File: config.mk
export PLATFORM = sky130hd
export DESIGN_NAME = mag_sched_flat
export DESIGN_NICKNAME = d
export VERILOG_FILES = /design/src/rtl/mag_sched_if.sv /design/src/rtl/mag_sched.sv /design/src/flat_wrapper.sv
export SDC_FILE = /design/constraint.sdc
export NUM_CORES = 1
export LEC_CHECK = 0
export CAP_MARGIN = 0
export CORE_UTILIZATION = 35
export CTS_BUF_LIST = sky130_fd_sc_hd__clkbuf_4
export DETAILED_ROUTE_END_ITERATION = 8
export PLACE_DENSITY = 0.49
export SETUP_SLACK_MARGIN = 0.05
export SLEW_MARGIN = 20
export SYNTH_ARGS = -nofsm -noshare
export SYNTH_HDL_FRONTEND = slang
export SYNTH_SLANG_ARGS = --single-unit
File: constraint.sdc
create_clock -name clk -period 6.06 [get_ports clk]
set_input_delay 1.212 -clock clk [delete_from_list [all_inputs] [get_ports clk]]
set_output_delay 1.212 -clock clk [all_outputs]
set_load 0.005 [all_outputs]
File: src/rtl/mag_sched_if.sv
// Bus bundle for mag_sched: requester quads, pipeline issue/return, result stream.
// The slave modport is the scheduler's view; master is the surrounding logic's view.
`timescale 1ns/1ps
interface mag_sched_if #(
    parameter int PIX_W  = 8,
    parameter int MAG_W  = 13,
    parameter int TAN_W  = 12,
    parameter int FIFO_D = 32
);
    localparam int CW = $clog2(FIFO_D) + 1;

    // valid/ready: a transfer happens on a rising clk edge where both valid and
    // ready are high; valid never waits on ready, and ready may depend on valid.
    logic [1:0]         req_valid;
    logic [1:0]         req_ready;
    logic [4*PIX_W-1:0] req_pixel0;
    logic [4*PIX_W-1:0] req_pixel1;

    logic               pipe_ivalid;
    logic [4*PIX_W-1:0] pipe_pixel;
    logic               pipe_ovalid;
    logic [MAG_W-1:0]   pipe_mag;
    logic [TAN_W-1:0]   pipe_tan;

    logic               out_valid;
    logic               out_ready;
    logic [MAG_W-1:0]   out_mag;
    logic [TAN_W-1:0]   out_tan;
    logic               out_id;
    logic               err_sync;

    // Credit state made visible for checkers.
    logic [CW-1:0]      dbg_inflight;
    logic [CW-1:0]      dbg_cnt;

    modport slave (
        input  req_valid, req_pixel0, req_pixel1,
        input  pipe_ovalid, pipe_mag, pipe_tan,
        input  out_ready,
        output req_ready, pipe_ivalid, pipe_pixel,
        output out_valid, out_mag, out_tan, out_id, err_sync,
        output dbg_inflight, dbg_cnt
    );

    modport master (
        output req_valid, req_pixel0, req_pixel1,
        output pipe_ovalid, pipe_mag, pipe_tan,
        output out_ready,
        input  req_ready, pipe_ivalid, pipe_pixel,
        input  out_valid, out_mag, out_tan, out_id, err_sync,
        input  dbg_inflight, dbg_cnt
    );
endinterface

File: src/rtl/mag_sched.sv
// Round-robin issue scheduler for the shared magnitude/tan pipeline, with an id
// tag delay line and a credit-protected first-word-fall-through result FIFO.
`timescale 1ns/1ps
module mag_sched #(
    parameter int PIX_W  = 8,
    parameter int MAG_W  = 13,
    parameter int TAN_W  = 12,
    parameter int LAT    = 16,
    parameter int FIFO_D = 32
) (
    input logic       clk,
    input logic       rst,
    mag_sched_if.slave bus
);
    localparam int QW = 4 * PIX_W;
    localparam int PW = $clog2(FIFO_D);
    localparam int CW = PW + 1;
    localparam int EW = 1 + MAG_W + TAN_W;

    logic          last;
    logic [1:0]    grant;
    logic          credit_ok;
    logic [CW:0]   committed;
    logic          hs;
    logic          hs_id;
    logic [CW-1:0] inflight;
    logic [CW-1:0] cnt;
    logic [LAT:0]  tag_v;
    logic [LAT:0]  tag_id;
    logic          ret_ok;
    logic          pop;
    logic [PW-1:0] wptr;
    logic [PW-1:0] rptr;
    logic [EW-1:0] mem [FIFO_D];
    logic [EW-1:0] head;
    logic          pipe_ivalid_q;
    logic [QW-1:0] pipe_pixel_q;
    logic          err_q;

    // Contention goes to whichever requester was not served last.
    always_comb begin
        grant = 2'b00;
        if (bus.req_valid == 2'b11) begin
            grant = last ? 2'b01 : 2'b10;
        end else begin
            grant = bus.req_valid;
        end
    end

    // Every quad in the pipeline or the FIFO holds a slot, so a return can never
    // find the FIFO full.
    assign committed     = {1'b0, inflight} + {1'b0, cnt};
    assign credit_ok     = committed < (CW + 1)'(FIFO_D);
    assign bus.req_ready = rst ? (grant & {2{credit_ok}}) : 2'b00;

    assign hs     = |(bus.req_valid & bus.req_ready);
    assign hs_id  = bus.req_ready[1];
    assign ret_ok = bus.pipe_ovalid & (inflight != '0);
    assign pop    = bus.out_valid & bus.out_ready;

    always_ff @(posedge clk) begin
        if (!rst) begin
            last <= 1'b1;
        end else if (hs) begin
            last <= hs_id;
        end
    end

    always_ff @(posedge clk) begin
        if (!rst) begin
            pipe_ivalid_q <= 1'b0;
            pipe_pixel_q  <= '0;
        end else begin
            pipe_ivalid_q <= hs;
            if (hs) begin
                pipe_pixel_q <= hs_id ? bus.req_pixel1 : bus.req_pixel0;
            end
        end
    end

    assign bus.pipe_ivalid = pipe_ivalid_q;
    assign bus.pipe_pixel  = pipe_pixel_q;

    // Slot 0 lines up with pipe_ivalid, so slot LAT lines up with pipe_ovalid.
    always_ff @(posedge clk) begin
        if (!rst) begin
            tag_v  <= '0;
            tag_id <= '0;
        end else begin
            tag_v  <= {tag_v[LAT-1:0], hs};
            tag_id <= {tag_id[LAT-1:0], hs_id};
        end
    end

    always_ff @(posedge clk) begin
        if (!rst) begin
            err_q <= 1'b0;
        end else if ((bus.pipe_ovalid && inflight == '0) ||
                     (bus.pipe_ovalid != tag_v[LAT])) begin
            err_q <= 1'b1;
        end
    end

    assign bus.err_sync = err_q;

    always_ff @(posedge clk) begin
        if (!rst) begin
            inflight <= '0;
        end else begin
            case ({hs, ret_ok})
                2'b10:   inflight <= inflight + CW'(1);
                2'b01:   inflight <= inflight - CW'(1);
                default: inflight <= inflight;
            endcase
        end
    end

    always_ff @(posedge clk) begin
        if (!rst) begin
            cnt  <= '0;
            wptr <= '0;
            rptr <= '0;
        end else begin
            case ({ret_ok, pop})
                2'b10:   cnt <= cnt + CW'(1);
                2'b01:   cnt <= cnt - CW'(1);
                default: cnt <= cnt;
            endcase
            if (ret_ok) begin
                wptr <= wptr + PW'(1);
            end
            if (pop) begin
                rptr <= rptr + PW'(1);
            end
        end
    end

    always_ff @(posedge clk) begin
        if (rst && ret_ok) begin
            mem[wptr] <= {tag_id[LAT], bus.pipe_mag, bus.pipe_tan};
        end
    end

    // Storage is not reset; outputs are gated so an empty FIFO shows zeros.
    assign head          = mem[rptr];
    assign bus.out_valid = (cnt != '0);
    assign bus.out_id    = bus.out_valid & head[EW-1];
    assign bus.out_mag   = bus.out_valid ? head[EW-2:TAN_W] : '0;
    assign bus.out_tan   = bus.out_valid ? head[TAN_W-1:0] : '0;

    assign bus.dbg_inflight = inflight;
    assign bus.dbg_cnt      = cnt;
endmodule

File: src/flat_wrapper.sv
// flat-port wrapper written by rule: the top's interface ports become plain ports
module mag_sched_flat 
#(
    parameter int PIX_W  = 8,
    parameter int MAG_W  = 13,
    parameter int TAN_W  = 12,
    parameter int LAT    = 16,
    parameter int FIFO_D = 32
)
  (clk, rst, bus_req_valid, bus_req_pixel0, bus_req_pixel1, bus_pipe_ovalid, bus_pipe_mag, bus_pipe_tan, bus_out_ready, bus_req_ready, bus_pipe_ivalid, bus_pipe_pixel, bus_out_valid, bus_out_mag, bus_out_tan, bus_out_id, bus_err_sync, bus_dbg_inflight, bus_dbg_cnt);
  mag_sched_if #(.PIX_W(PIX_W), .MAG_W(MAG_W), .TAN_W(TAN_W), .FIFO_D(FIFO_D)) bus_i ();
  input logic clk;
  input logic rst;
  input wire logic [$bits(bus_i.req_valid)-1:0] bus_req_valid;
  input wire logic [$bits(bus_i.req_pixel0)-1:0] bus_req_pixel0;
  input wire logic [$bits(bus_i.req_pixel1)-1:0] bus_req_pixel1;
  input wire logic [$bits(bus_i.pipe_ovalid)-1:0] bus_pipe_ovalid;
  input wire logic [$bits(bus_i.pipe_mag)-1:0] bus_pipe_mag;
  input wire logic [$bits(bus_i.pipe_tan)-1:0] bus_pipe_tan;
  input wire logic [$bits(bus_i.out_ready)-1:0] bus_out_ready;
  output wire logic [$bits(bus_i.req_ready)-1:0] bus_req_ready;
  output wire logic [$bits(bus_i.pipe_ivalid)-1:0] bus_pipe_ivalid;
  output wire logic [$bits(bus_i.pipe_pixel)-1:0] bus_pipe_pixel;
  output wire logic [$bits(bus_i.out_valid)-1:0] bus_out_valid;
  output wire logic [$bits(bus_i.out_mag)-1:0] bus_out_mag;
  output wire logic [$bits(bus_i.out_tan)-1:0] bus_out_tan;
  output wire logic [$bits(bus_i.out_id)-1:0] bus_out_id;
  output wire logic [$bits(bus_i.err_sync)-1:0] bus_err_sync;
  output wire logic [$bits(bus_i.dbg_inflight)-1:0] bus_dbg_inflight;
  output wire logic [$bits(bus_i.dbg_cnt)-1:0] bus_dbg_cnt;
  assign bus_i.req_valid = bus_req_valid;
  assign bus_i.req_pixel0 = bus_req_pixel0;
  assign bus_i.req_pixel1 = bus_req_pixel1;
  assign bus_i.pipe_ovalid = bus_pipe_ovalid;
  assign bus_i.pipe_mag = bus_pipe_mag;
  assign bus_i.pipe_tan = bus_pipe_tan;
  assign bus_i.out_ready = bus_out_ready;
  assign bus_req_ready = bus_i.req_ready;
  assign bus_pipe_ivalid = bus_i.pipe_ivalid;
  assign bus_pipe_pixel = bus_i.pipe_pixel;
  assign bus_out_valid = bus_i.out_valid;
  assign bus_out_mag = bus_i.out_mag;
  assign bus_out_tan = bus_i.out_tan;
  assign bus_out_id = bus_i.out_id;
  assign bus_err_sync = bus_i.err_sync;
  assign bus_dbg_inflight = bus_i.dbg_inflight;
  assign bus_dbg_cnt = bus_i.dbg_cnt;
  mag_sched #(.PIX_W(PIX_W), .MAG_W(MAG_W), .TAN_W(TAN_W), .LAT(LAT), .FIFO_D(FIFO_D)) u_core (.clk(clk), .rst(rst), .bus(bus_i));
endmodule
==> results.toml, run 1 <==
[clocking]
cts_max_path_buffers = 3
ctsResizeCount = 0
cts_tree = "done"
htree_levels = 4
hold_buffers = 0
cts_made_buffers = 237
clkSinkCount = 927
post_cts.repair.setup_buffers = 0
clk_pin_slew_worst_paths_ns = 0.07
cts-root-buf = "clkbuf_4"
clk_latency_ns = 1.08

[timing]
slew_headroom = 0.267
timing.fmax_mhz = 185
tightest_slew_ns = 1.10
rsz0062_at_grt = "no"
fin_crit_ns = 5.41
skew_ns = 0.0604
hold_viol = 0
slew_violations = 0
setup_viol = 0
final.setup.tns_ns = 0
fin_crit_sh = 0.893

[run_status]
outcome = "finished, final reports clean"

[hold_path]
min_path_type = "flop to flop"

[cells_and_area]
layout_commonest_cell = "edfxtp_1"
nets = 2183
layout_common_cells = "832 x edfxtp_1, 344 x clkbuf_4, 225 x mux4_2"
drive_gt1_frac = 0.323
syn_to_final_growth_pct = 18.3
stdcell_count = 3610

[detailed_routing]
routed_wl_um = 97000
first_pass_iters = 5
drc_errors = 0
vias_per_cell = 5.19
ant_nets = 0
routedWlPerCell_um = 26.9
drt_iter0_markers = 1462
vias = 18700

[logic_synthesis]
yosysTopAreaCellShare = 0.696
netlist_area_um2 = 35900
ys.flop_type = "edfxtp_1"
yosysWarnings = 0
yosysUniqueCellTypes = 53
synth_enable_flop_cells = 832
ys_seq_area_frac = 0.749
async_reset_ff_frac = 0
ys_ff_latch = 927
synthTopCellsByArea = "edfxtp_1 70%, mux4_2 14%, dfxtp_1 5.3%, mux2i_1 1.5%, a221oi_2 1.1%"
syn_inst = 1694
syn_area_per_cell_um2 = 21.2
synth.net_count = 1811
synth_area_leader_cell = "edfxtp_1"

[power_and_ir_drop]
peakVddDrop_mv = 0.342
cellPowerDensity_nw_per_um2 = 378
power.leakage_uw = 0.0133

[floorplanning]
die-area_um2 = 104000
pin_count = 170
die_h_um = 322
num_rows = 117
core_area_um2 = 102000
dieWidth_um = 322
initial_core_util = 0.353

[placed_design]
placed_cells = 3195
gp_congestion = 0.770
hpwl_um = 55400
io_buffers = 169

[critical_path]
cp_max_fo = 82
end_kind = "output port"
arrival_ns = 4.20
start_kind = "flop"
worstPathRequired_ns = 4.85
worst-setup-path-type = "flop to output port"

[global_routing]
grt_start_max_net_pins = 83
grt_antenna_before_repair = 5
grt_util_all_layers = 0.189
grt_overflow = 0
grt_pass1_wl_um = 137000
grt_pass1_vias = 19900

[run]
cap_violations = 0
## state kept, by name, summed over array words and instances (netlist names), named ones only
signal and flops:
u_core.bus.dbg_cnt 6, u_core.wptr 5, u_core.last 1, u_core.tag_v 17, u_core.bus.err_sync 1, u_core.mem 832
u_core.tag_id 17, u_core.bus.dbg_inflight 6, u_core.rptr 5, u_core.bus.pipe_pixel 32
## stage by stage
stage               setup slack, ns  power (µW)   util  hold slack, ns  instance area, µm²
floorplan                      2.65        9550      -           0.412               35900
global placement               1.67       10900  0.388           0.415               39500
detailed placement             1.66       11000  0.388           0.417               39500
CTS                           0.411       16300  0.418           0.413               42500
global route                  0.327       16800  0.417           0.437               42500
finish                        0.647       16000  0.418           0.421               42500
## cells in the mapped netlist (all sizes together), types with 4 or more instances
library cell and n:
dfxtp 95, clkbuf 45, nand2 28, a221oi 26, nor3 4, clkinv 27
a222oi 6, a21oi 29, mux2i 55, o31ai 4, inv 13, nand4 5
and2 53, mux4 234, nor2b 11, o221ai 26, o21a 4, o21ai 34
nand3 6, nor2 41, buf 46, ha 20, edfxtp 832, a21boi 4
xnor2 9
## power breakdown
group,switching (µW),leakage (µW),total [µW],internal (µW)
clock network,2480,0.00177,5270,2790
registers,172,0.00826,7300,7120
logic,1760,0.00328,3480,1710
## layout make-up
type | instances | area [µm²]
Antenna cell | 7 | 17.5
Clock buffer | 344 | 2580
Clock inverter | 64 | 392
Fill cell | 9080 | 59300
Inverter | 40 | 150
Multi-Input combinational cell | 636 | 8580
Sequential cell | 927 | 26900
Tap cell | 1368 | 1710
Timing Repair Buffer | 224 | 2150
## logic make-up after synthesis
group / synth area share
flops: 0.749
fa+ha+maj: 0.00808
compound gates: 0.0329
mux: 0.163
simple gates: 0.0247
buf+inv: 0.0195
xor+xnor: 0.00293
## critical path: stages, from the launching register on
cell	delay [ns]
dfxtp_4	0.65
buf_12	0.61
mux4_2	0.61
mux4_2	0.47
clkinv_1	0.10
a221oi_2	0.09
clkdlybuf4s50_1	0.49
## per-layer routing
layer	share of wire	global-route usage
met4	0.028	0.0721
met2	0.49	0.306
met1	0.42	0.245
met3	0.065	0.0478
met5	0	0
## path summary, 6_finish.rpt
path,start,cells past startpoint,endpoint,slack [ns]
min,u_core.tag_id[15],1,u_core.tag_id[16],0.42
max reg2reg,u_core.bus.dbg_inflight[0],6,u_core.mem[15][14],2.73
min reg2reg,u_core.tag_id[15],1,u_core.tag_id[16],0.42
max,flop,6,bus_out_tan[1],0.65
Power figures use the tool's default switching activity.
==> run 2, diff against run 1 <==
- SKIP_CTS_REPAIR_TIMING: default -> 1
==> results of run 2 <==
No change in the layout: final DEF, timing and power equal those of run 1.
